===== src/rtl/exc_ctrl.sv =====
`default_nettype none
// ============================================================================
// Module      : exc_ctrl
// Description : MEM/WB exception arbiter and flush controller feeding cp0_reg.
//               Optional macro EXC_INT_SYNC_EN adds a 2-flop ext_int_i sync.
// Revision    : 1.0 - initial release
// ============================================================================
module exc_ctrl #(
    parameter int FLUSH_CYCLES = 1
) (
    input  logic        clk,
    input  logic        resetn,
    input  logic [5:0]  ext_int_i,
    output logic [5:0]  int_o,
    input  logic        inst_valid_i,
    input  logic        mem_stall_i,
    input  logic [31:0] inst_addr_i,
    input  logic [31:0] mem_addr_i,
    input  logic        in_delayslot_i,
    input  logic        if_adel_i,
    input  logic        id_ri_i,
    input  logic        id_sys_i,
    input  logic        id_break_i,
    input  logic        id_eret_i,
    input  logic        ex_ov_i,
    input  logic        mem_adel_i,
    input  logic        mem_ades_i,
    input  logic [31:0] status_i,
    input  logic [31:0] cause_i,
    input  logic [31:0] epc_i,
    input  logic [31:0] ebase_i,
    input  logic        wb_cp0_wen_i,
    input  logic [4:0]  wb_cp0_waddr_i,
    input  logic [31:0] wb_cp0_data_i,
    output logic        mem_kill_o,
    output logic [31:0] exception_type_o,
    output logic [31:0] exc_inst_addr_o,
    output logic [31:0] exc_mem_addr_o,
    output logic        exc_delayslot_o,
    output logic        flush_o,
    output logic [31:0] new_pc_o
);

    localparam logic [31:0] C_CODE_NONE  = 32'h0;
    localparam logic [31:0] C_CODE_INT   = 32'h1;
    localparam logic [31:0] C_CODE_ADEL  = 32'h4;
    localparam logic [31:0] C_CODE_ADES  = 32'h5;
    localparam logic [31:0] C_CODE_SYS   = 32'h8;
    localparam logic [31:0] C_CODE_BREAK = 32'h9;
    localparam logic [31:0] C_CODE_RI    = 32'ha;
    localparam logic [31:0] C_CODE_OV    = 32'hc;
    localparam logic [31:0] C_CODE_ERET  = 32'he;
    localparam logic [3:0]  C_CNT_INIT   = 4'(FLUSH_CYCLES - 1);

    typedef enum logic [0:0] {
        S_IDLE  = 1'b0,
        S_FLUSH = 1'b1
    } state_t;

    state_t      r_state, w_state_nxt;
    logic [3:0]  r_cnt, w_cnt_nxt;
    logic [31:0] r_type, w_type_nxt;
    logic [31:0] r_inst_addr, w_inst_addr_nxt;
    logic [31:0] r_mem_addr, w_mem_addr_nxt;
    logic        r_delayslot, w_delayslot_nxt;
    logic        r_flush, w_flush_nxt;
    logic [31:0] r_new_pc, w_new_pc_nxt;

    logic [31:0] w_status;
    logic [7:0]  w_cause_ip;
    logic [31:0] w_epc;
    logic [31:0] w_ebase;
    logic        w_int_pend;
    logic [31:0] w_code;
    logic        w_detect;
    logic        w_unused;

`ifdef EXC_INT_SYNC_EN
    logic [5:0] r_int_meta;
    logic [5:0] r_int_sync;

    always_ff @(posedge clk) begin
        if (!resetn) begin
            r_int_meta <= 6'd0;
            r_int_sync <= 6'd0;
        end else begin
            r_int_meta <= ext_int_i;
            r_int_sync <= r_int_meta;
        end
    end

    assign int_o = r_int_sync;
`else
    assign int_o = ext_int_i;
`endif

    // A WB mtc0 in the same cycle has not reached cp0_reg yet; forward it.
    assign w_status   = (wb_cp0_wen_i && wb_cp0_waddr_i == 5'd12) ? wb_cp0_data_i : status_i;
    assign w_cause_ip = {cause_i[15:10],
                         (wb_cp0_wen_i && wb_cp0_waddr_i == 5'd13) ? wb_cp0_data_i[9:8] : cause_i[9:8]};
    assign w_epc      = (wb_cp0_wen_i && wb_cp0_waddr_i == 5'd14) ? wb_cp0_data_i : epc_i;
    assign w_ebase    = (wb_cp0_wen_i && wb_cp0_waddr_i == 5'd15) ? wb_cp0_data_i : ebase_i;

    assign w_int_pend = (|(w_cause_ip & w_status[15:8])) & w_status[0] & ~w_status[1] & inst_valid_i;

    always_comb begin
        w_code = C_CODE_NONE;
        if (inst_valid_i) begin
            if (w_int_pend)      w_code = C_CODE_INT;
            else if (if_adel_i)  w_code = C_CODE_ADEL;
            else if (id_ri_i)    w_code = C_CODE_RI;
            else if (id_sys_i)   w_code = C_CODE_SYS;
            else if (id_break_i) w_code = C_CODE_BREAK;
            else if (ex_ov_i)    w_code = C_CODE_OV;
            else if (mem_adel_i) w_code = C_CODE_ADEL;
            else if (mem_ades_i) w_code = C_CODE_ADES;
            else if (id_eret_i)  w_code = C_CODE_ERET;
        end
    end

    assign w_detect   = (r_state == S_IDLE) && (w_code != C_CODE_NONE);
    assign mem_kill_o = w_detect;

    always_comb begin
        w_state_nxt     = r_state;
        w_cnt_nxt       = r_cnt;
        w_type_nxt      = C_CODE_NONE;
        w_inst_addr_nxt = 32'd0;
        w_mem_addr_nxt  = 32'd0;
        w_delayslot_nxt = 1'b0;
        w_flush_nxt     = r_flush;
        w_new_pc_nxt    = r_new_pc;
        case (r_state)
            S_IDLE: begin
                w_flush_nxt = 1'b0;
                // A stalled MEM holds the exception until the stall drops.
                if (w_detect && !mem_stall_i) begin
                    w_state_nxt     = S_FLUSH;
                    w_cnt_nxt       = C_CNT_INIT;
                    w_type_nxt      = w_code;
                    w_inst_addr_nxt = inst_addr_i;
                    w_mem_addr_nxt  = mem_addr_i;
                    w_delayslot_nxt = in_delayslot_i;
                    w_flush_nxt     = 1'b1;
                    w_new_pc_nxt    = (w_code == C_CODE_ERET) ? w_epc : w_ebase;
                end
            end
            S_FLUSH: begin
                if (r_cnt == 4'd0) begin
                    w_state_nxt = S_IDLE;
                    w_flush_nxt = 1'b0;
                end else begin
                    w_cnt_nxt = r_cnt - 4'd1;
                end
            end
            default: begin
                w_state_nxt = S_IDLE;
                w_flush_nxt = 1'b0;
            end
        endcase
    end

    always_ff @(posedge clk) begin
        if (!resetn) begin
            r_state     <= S_IDLE;
            r_cnt       <= 4'd0;
            r_type      <= C_CODE_NONE;
            r_inst_addr <= 32'd0;
            r_mem_addr  <= 32'd0;
            r_delayslot <= 1'b0;
            r_flush     <= 1'b0;
            r_new_pc    <= 32'd0;
        end else begin
            r_state     <= w_state_nxt;
            r_cnt       <= w_cnt_nxt;
            r_type      <= w_type_nxt;
            r_inst_addr <= w_inst_addr_nxt;
            r_mem_addr  <= w_mem_addr_nxt;
            r_delayslot <= w_delayslot_nxt;
            r_flush     <= w_flush_nxt;
            r_new_pc    <= w_new_pc_nxt;
        end
    end

    assign exception_type_o = r_type;
    assign exc_inst_addr_o  = r_inst_addr;
    assign exc_mem_addr_o   = r_mem_addr;
    assign exc_delayslot_o  = r_delayslot;
    assign flush_o          = r_flush;
    assign new_pc_o         = r_new_pc;

    assign w_unused = ^{1'b0, cause_i[31:16], cause_i[7:0]};

endmodule
`default_nettype wire


===== config.mk =====
export PLATFORM = sky130hd
export DESIGN_NAME = exc_ctrl
export DESIGN_NICKNAME = d
export VERILOG_FILES = /design/src/rtl/exc_ctrl.sv
export SDC_FILE = /design/constraint.sdc
export NUM_CORES = 1
export LEC_CHECK = 0
export BUFFER_PORTS_ARGS = -buffer_cell sky130_fd_sc_hd__buf_2
export CORE_AREA = 3 3 147 149
export DETAILED_ROUTE_END_ITERATION = 7
export DIE_AREA = 0 0 150 152
export PLACE_DENSITY = 0.54
export SLEW_MARGIN = 20
export SYNTH_ARGS = -nofsm -noshare
export SYNTH_HDL_FRONTEND = slang
export SYNTH_SLANG_ARGS = --single-unit

===== constraint.sdc =====
create_clock -name clk -period 9.7 [get_ports clk]
set_clock_uncertainty 0.15 [all_clocks]
set_input_delay 1.94 -clock clk [delete_from_list [all_inputs] [get_ports clk]]
set_output_delay 1.94 -clock clk [all_outputs]
set_load 0.01 [all_outputs]

==> impl_metrics.csv, run 1 <==
group,metric,value,unit
setup_path,slowest_delay,0.62,ns
setup_path,arrival,4.33,ns
setup_path,start_kind,"input port",
run,cap_violations,0,
sta,slew_headroom,0.3749,
synthesis,async_flop_share,0,
power_and_ir_drop,p_per_area,146.7,mW/mm^2
setup_path,ff2ff_setup_slack,7.19,ns
route,drt-total-wl,16450,um
synthesis,yosysSeqAreaShare,0.4434,
synthesis,synth_top_area_share,0.4434,
setup_path,slowest_stage,"nor4_4",
synthesis,synth-seq-cells,107,
die,ios,386,
global_routing,grt_start_max_net_pins,70,
final_layout,drive_above_1_share,0.4370,
final_layout,syn_to_final_growth,39.14,%
sta,setup_viol,0,
die,num_rows,52,
route,vias,4557,
sta,drv_slew,0,
sta,rsz0062_at_grt,"false",
route,wire_per_inst,15.43,um
synthesis,avgSynthCellArea,9.417,um^2
clock_tree,insertion_delay,0.35,ns
final_layout,fin_area,0.006721,mm^2
sta,fin_crit_sh,0.6621,
setup_path,cp_common_cell,"buf_2",
synthesis,netlist_area,0.004831,mm^2
synthesis,synth_area_leaders,"dfxtp_1 44%, and3_1 8.5%, mux2i_1 6.8%, o32ai_1 5.8%, buf_4 5.3%",
placed_design,routabilityCongestion,0.7422,
placed_design,io_buffers,299,
synthesis,synth_warnings,0,
sta,hold_violations,0,
die,core_area,0.02030,mm^2
die,start_util,0.2380,
clock_tree,root_buffer,"clkbuf_16",
sta,fin_tns_setup,0,ns
clock_tree,tritoncts,"built",
outcome,status,"completed",
synthesis,ys_types,48,
setup_path,crit_required,7.61,ns
final_layout,final_nets,1039,
route,avgViaCountPerCell,4.275,
die,die_h,152,um
route,ant_nets,0,
clock_tree,cts_resized,0,
synthesis,synth_top_area_cell,"dfxtp_1",
setup_path,crit_chain,"buf_2 -> nor4_4 -> mux2_1 -> a2111o_1 -> o21ai_4 -> and3_1 -> nor2_1 -> buf_2",
sta,fmax,0.1557,GHz
power_and_ir_drop,combPwrFrac,0.146,
placed_design,hpwl,12480,um
route,drtIter0Drc,135,
clock_tree,cts_max_path_buffers,2,
global_routing,grt_first_pass_wirelength,24140,um
setup_path,cp-end-kind,"output pin",
global_routing,grt_pass1_vias,4408,
setup_path,cp_max_fo,8,
power_and_ir_drop,power_frac_seq,0.471,
clock_tree,cts.clk_slew.worst_paths,0.09,ns
global_routing,grt_overflow,0,
clock_tree,ctsHoldBuffers,0,
power_and_ir_drop,swShare,0.2801,
clock_tree,cts_sinks,107,
global_routing,gr-usage-all-layers,0.1358,
die,die_w,150,um
die,dieArea,0.02280,mm^2
synthesis,synth_edf_count,0,
clock_tree,htreeDepth,3,
route,drc,0,
synthesis,synth_cells,513,
global_routing,antenna_found_initial,5,
clock_tree,post_cts_buffers,0,
power_and_ir_drop,leakagePower,0.003627,uW
power_and_ir_drop,p_int,710.0,uW
sta,fin_crit,6.422,ns
power_and_ir_drop,power_frac_clock,0.383,
power_and_ir_drop,p_sw,276.2,uW
final_layout,fillers,2191,
placed_design,dpl-instance-area,0.006406,mm^2
min_path,hold_path.class,"register to register",
synthesis,synth-main-ff-cell,"dfxtp_1",
clock_tree,cts_buffers,9,
setup_path,path_class,"input port to output pin",
sta,tightest_slew,0.9376,ns
route,dr.pass1.iters,4,
power_and_ir_drop,vdd_drop_max,0.08826,mV
==> cell families after synthesis <==
logic type	after synthesis	share of synthesized area
adders and majority gates	1	0.002590
other	1	0.0007763
buffers and inverters	105	0.1137
and+or+nand+nor	169	0.1873
AOI/OAI and AO/OA	68	0.1163
DFF	107	0.4434
muxes	62	0.1360
==> per-stage QoR <==
stage / total power (uW) / worst slack (ns) / hold WS, ns / util / cells
final: 986.3 / 3.278 / 0.3048 / 0.3311 / 1066
after global routing: 1040 / 3.159 / 0.3248 / 0.3310 / 1065
after CTS: 1007 / 3.259 / 0.3085 / 0.3309 / 1064
after detailed placement: 620.4 / 3.259 / 0.2910 / 0.3156 / 1048
after global placement: 619.7 / 3.289 / 0.2893 / 0.3156 / 1048
after floorplan: 554.7 / 3.843 / 0.3012 / - / 540
==> synthesized netlist by cell type, types with 2 or more instances <==
library cell / count
dfxtp_1: 107
and3_1: 66
nor2_1: 61
inv_1: 39
buf_4: 34
mux2i_1: 33
o32ai_1: 32
clkbuf_1: 20
mux2_2: 19
nand2_1: 13
buf_2: 10
mux2_1: 10
a21oi_1: 9
nor3_1: 5
nor4_1: 4
o22ai_1: 4
a31oi_1: 3
nand2b_1: 3
nand3_1: 3
nand3b_1: 3
o211ai_1: 3
or3_1: 3
a21o_1: 2
buf_6: 2
o21ai_1: 2
==> path summary, 6_finish.rpt <==
check / from / endpoint / depth (start not counted)
worst max register to register: r_state / new_pc_o[26] / 4
worst max-delay path: wb_cp0_waddr_i[4] / mem_kill_o / 8
worst min register to register: new_pc_o[7] / new_pc_o[7] / 2
worst min-delay path: new_pc_o[7] / new_pc_o[7] / 2
==> worst max-delay path, delay by kind of cell <==
kind / cells / cell delay (ns)
buf+inv: 2 / 0.29
mux: 1 / 0.39
simple gates: 3 / 0.92
compound gates: 2 / 0.78
==> power groups by stage <==
stage	registers, uW	clock network [uW]	logic [uW]
after detailed placement	475	0	146
after CTS	465	396	146
final	464	378	144
after global placement	474	0	145
after floorplan	484	0	70.5
after global routing	467	413	160
==> sequential cells by signal, indices dropped and copies added, names as in the netlist <==
signal,flops
flush_o,1
exc_mem_addr_o,32
new_pc_o,32
exc_inst_addr_o,32
r_state,1
r_cnt,4
exception_type_o,4
exc_delayslot_o,1
==> area by class of cell <==
| class | count | area, um^2 | share of cell area |
|---|---|---|---|
| diodes | 2 | 5.005 | 0.0007446 |
| clock buffers | 9 | 225.2 | 0.03351 |
| clock inverters | 7 | 85.08 | 0.01266 |
| inverters | 39 | 146.4 | 0.02178 |
| multi-input cells | 328 | 2246 | 0.3341 |
| flip-flops and latches | 107 | 2142 | 0.3187 |
| well taps | 270 | 337.8 | 0.05026 |
| repair buffers | 304 | 1534 | 0.2282 |
==> routing by layer <==
layer	share of wire	wire (um)	vias to the layer above	track usage
li1	-	-	2297	-
met1	0.40	6631	2028	0.1576
met2	0.49	7985	198	0.2307
met3	0.094	1546	26	0.05153
met4	0.014	237	8	0.04183
met5	0.0029	48	-	0
==> layout by cell type, fill, tap and decap left out, types with 2 or more instances in the layout <==
cell       synthesis  layout
buf_2             10     299
dfxtp_1          107     107
and3_1            66      66
nor2_1            61      61
inv_1             39      39
mux2i_1           33      33
o32ai_1           32      32
conb_1             1      28
mux2_2            19      19
nand2_1           13      13
mux2_1            10      10
a21oi_1            9       9
clkbuf_16          0       9
nor3_1             5       5
buf_4             34       5
nor4_1             4       4
o22ai_1            4       4
o211ai_1           3       3
nand3b_1           3       3
nand2b_1           3       3
a31oi_1            3       3
or3_1              3       3
clkinv_8           0       3
diode_2            0       2
nand3_1            3       2
a21o_1             2       2
o21ai_1            2       2
(Power assumes the default switching activity.)
==> run 2, diff against run 1 <==
Settings changed: ABC_AREA from default to 1, CORE_AREA 3 3 147 149 to 3 3 149 151, DIE_AREA 0 0 150 152 to 0 0 152 154, PLACE_DENSITY 0.54 to 0.58.
Clock period 9.7 ns to 5.8 ns, I/O delays scaled along.
==> run 2 against run 1 <==
  * Hold slack gained 0.010 ns
  * Area after synthesis grew 12%
  * Core utilization grew 1.2 points
  * Combinational power grew 130%
  * Largest power group unchanged
  * Highest routed layer unchanged
==> impl_metrics.csv, run 2 <==
group,metric,value,unit
die,core_area,0.02096,mm^2
setup_path,path_class,"input port to output pin",
route,drc,0,
route,wire_per_inst,11.53,um
synthesis,synth_common_cells,"167 x nand2_1, 159 x nor2_1, 154 x inv_1, 107 x dfxtp_1",
synthesis,synth-seq-cells,107,
synthesis,synth_most_common_cell,"nand2_1",
final_layout,syn_to_final_growth,32.35,%
setup_path,cp_common_cell,"nand2_1",
die,num_rows,53,
synthesis,avgSynthCellArea,6.503,um^2
synthesis,synth_area_leaders,"dfxtp_1 39%, nand2_1 12%, nor2_1 11%, inv_1 11%, buf_4 5.5%",
synthesis,async_flop_share,0,
synthesis,ys_types,30,
sta,fmax,0.2463,GHz
sta,slew_headroom,0.3142,
final_layout,final_cell_mix,"299 x buf_2, 165 x nand2_1, 159 x nor2_1, 154 x inv_1, 107 x dfxtp_1",
clock_tree,ctsHoldBuffers,0,
route,avgViaCountPerCell,3.937,
setup_path,crit_chain,"buf_2 -> nor2_4 -> nand3_4 -> nand2_1 -> nand2_1 -> nand2_1 -> nand2_1 -> nor2_1 -> nand2_2 -> nand2_1 -> nand4_2 -> nand2_1 -> inv_2 -> buf_2",
sta,tightest_slew,1.025,ns
route,dr.pass1.iters,4,
sta,fin_crit_sh,0.6999,
die,die_w,152,um
global_routing,gr-usage-all-layers,0.1295,
global_routing,grt_start_max_net_pins,65,
synthesis,synth_top_area_cell,"dfxtp_1",
sta,fin_tns_setup,0,ns
die,die_h,154,um
setup_path,rr_worst_depth,6,
die,start_util,0.2591,
die,dieArea,0.02341,mm^2
synthesis,synth-main-ff-cell,"dfxtp_1",
power_and_ir_drop,swShare,0.2947,
clock_tree,insertion_delay,0.34,ns
synthesis,synth_cells,835,
sta,drv_slew,0,
route,drtIter0Drc,168,
global_routing,antenna_found_initial,2,
clock_tree,cts_buffers,9,
final_layout,drive_above_1_share,0.3213,
clock_tree,cts_max_path_buffers,2,
clock_tree,cts_sinks,107,
global_routing,grt_pass1_vias,4949,
sta,rsz0062_at_grt,"false",
final_layout,final_nets,1353,
min_path,hold_path.class,"register to register",
synthesis,netlist_area,0.005430,mm^2
setup_path,worstSetupEndpoint,"mem_kill_o",
power_and_ir_drop,power_frac_clock,0.351,
placed_design,io_buffers,299,
outcome,status,"completed",
placed_design,hpwl,12530,um
setup_path,slowest_stage,"nor2_4",
placed_design,place_ws,1.736,ns
power_and_ir_drop,p_int,1215,uW
route,ant_nets,0,
placed_design,routabilityCongestion,0.8554,
sta,fin_crit,4.059,ns
power_and_ir_drop,vdd_drop_max,0.1103,mV
sta,setup_ws,1.741,ns
clock_tree,cts.clk_slew.worst_paths,0.07,ns
route,vias,5445,
run,cap_violations,0,
synthesis,synth_warnings,0,
power_and_ir_drop,p_sw,507.7,uW
setup_path,r2r_start,"r_state",
synthesis,synth_top_area_share,0.3945,
clock_tree,htreeDepth,3,
sta,setup_viol,0,
final_layout,layout_commonest_cell,"buf_2",
power_and_ir_drop,combPwrFrac,0.188,
route,drt-total-wl,15940,um
setup_path,rr_endpoint,"new_pc_o[25]",
setup_path,cp_max_fo,13,
setup_path,slowest_delay,0.31,ns
clock_tree,post_cts_buffers,0,
setup_path,arrival,2.75,ns
synthesis,synth_edf_count,0,
setup_path,crit_required,4.49,ns
setup_path,ff2ff_setup_slack,3.88,ns
die,ios,386,
setup_path,cp-end-kind,"output pin",
power_and_ir_drop,leakagePower,0.004341,uW
power_and_ir_drop,p_per_area,239.7,mW/mm^2
clock_tree,cts_resized,0,
power_and_ir_drop,power_frac_seq,0.460,
clock_tree,root_buffer,"clkbuf_16",
setup_path,start_kind,"input port",
final_layout,num_antenna_cells,0,
sta,hold_violations,0,
global_routing,grt_first_pass_wirelength,24820,um
clock_tree,tritoncts,"built",
setup_path,cp-startpoint,"wb_cp0_waddr_i[4]",
synthesis,yosysSeqAreaShare,0.3945,
global_routing,grt_overflow,0,
## run 2: critical path: cells and delay by family
kind,cells,cell delay [ns]
buf+inv,3,0.31
simple gates,11,1.27
## run 2: how the worst min path moves through the flow
stage | from | endpoint | slack (ns) | cells after the start
after CTS | flush_o | flush_o | 0.32 | 2
after detailed placement | flush_o | flush_o | 0.31 | 2
after global routing | flush_o | flush_o | 0.37 | 2
after global placement | flush_o | flush_o | 0.31 | 2
final | flush_o | flush_o | 0.31 | 2
after floorplan | flush_o | flush_o | 0.34 | 2
## run 2: through the flow
stage / util / hold slack, ns / instances / cell area (um^2) / total power (uW)
after floorplan: - / 0.3361 / 862 / 5532 / 1025
after global placement: 0.3291 / 0.3059 / 1367 / 6895 / 1139
after detailed placement: 0.3291 / 0.3083 / 1367 / 6895 / 1140
after CTS: 0.3427 / 0.3195 / 1383 / 7182 / 1762
after global routing: 0.3430 / 0.3689 / 1383 / 7187 / 1836
final: 0.3430 / 0.3147 / 1383 / 7187 / 1723
## run 2: routing by layer
metal | vias to the layer above | GRT usage | wire length (um)
li1 | 2958 | - | -
met1 | 2231 | 0.1531 | 6773
met2 | 231 | 0.2284 | 7614
met3 | 21 | 0.03546 | 1267
met4 | 4 | 0.04067 | 257
met5 | - | 0 | 27
## run 2: final cells by class
class / count / area [um^2]
repair buffers: 302 / 1519
clock buffers: 10 / 229.0
fillers: 2329 / 13770
well taps: 275 / 344.1
flip-flops and latches: 107 / 2142
clock inverters: 6 / 57.56
multi-input cells: 527 / 2310
inverters: 156 / 585.6
## run 2: logic make-up after synthesis
kind of cell / after synthesis / synth area share
and+or+nand+nor: 387 / 0.2965
DFF: 107 / 0.3945
AOI/OAI and AO/OA: 111 / 0.1053
other: 1 / 0.0006906
adders and majority gates: 1 / 0.002304
buffers and inverters: 228 / 0.2007
## run 2: power groups by stage
stage	registers, uW	logic, uW	clock network [uW]
4_1_cts	794	330	638
5_1_grt	798	372	665
2_1_floorplan	829	195	0
3_3_place_gp	810	329	0
3_5_place_dp	811	329	0
6_report	793	325	605
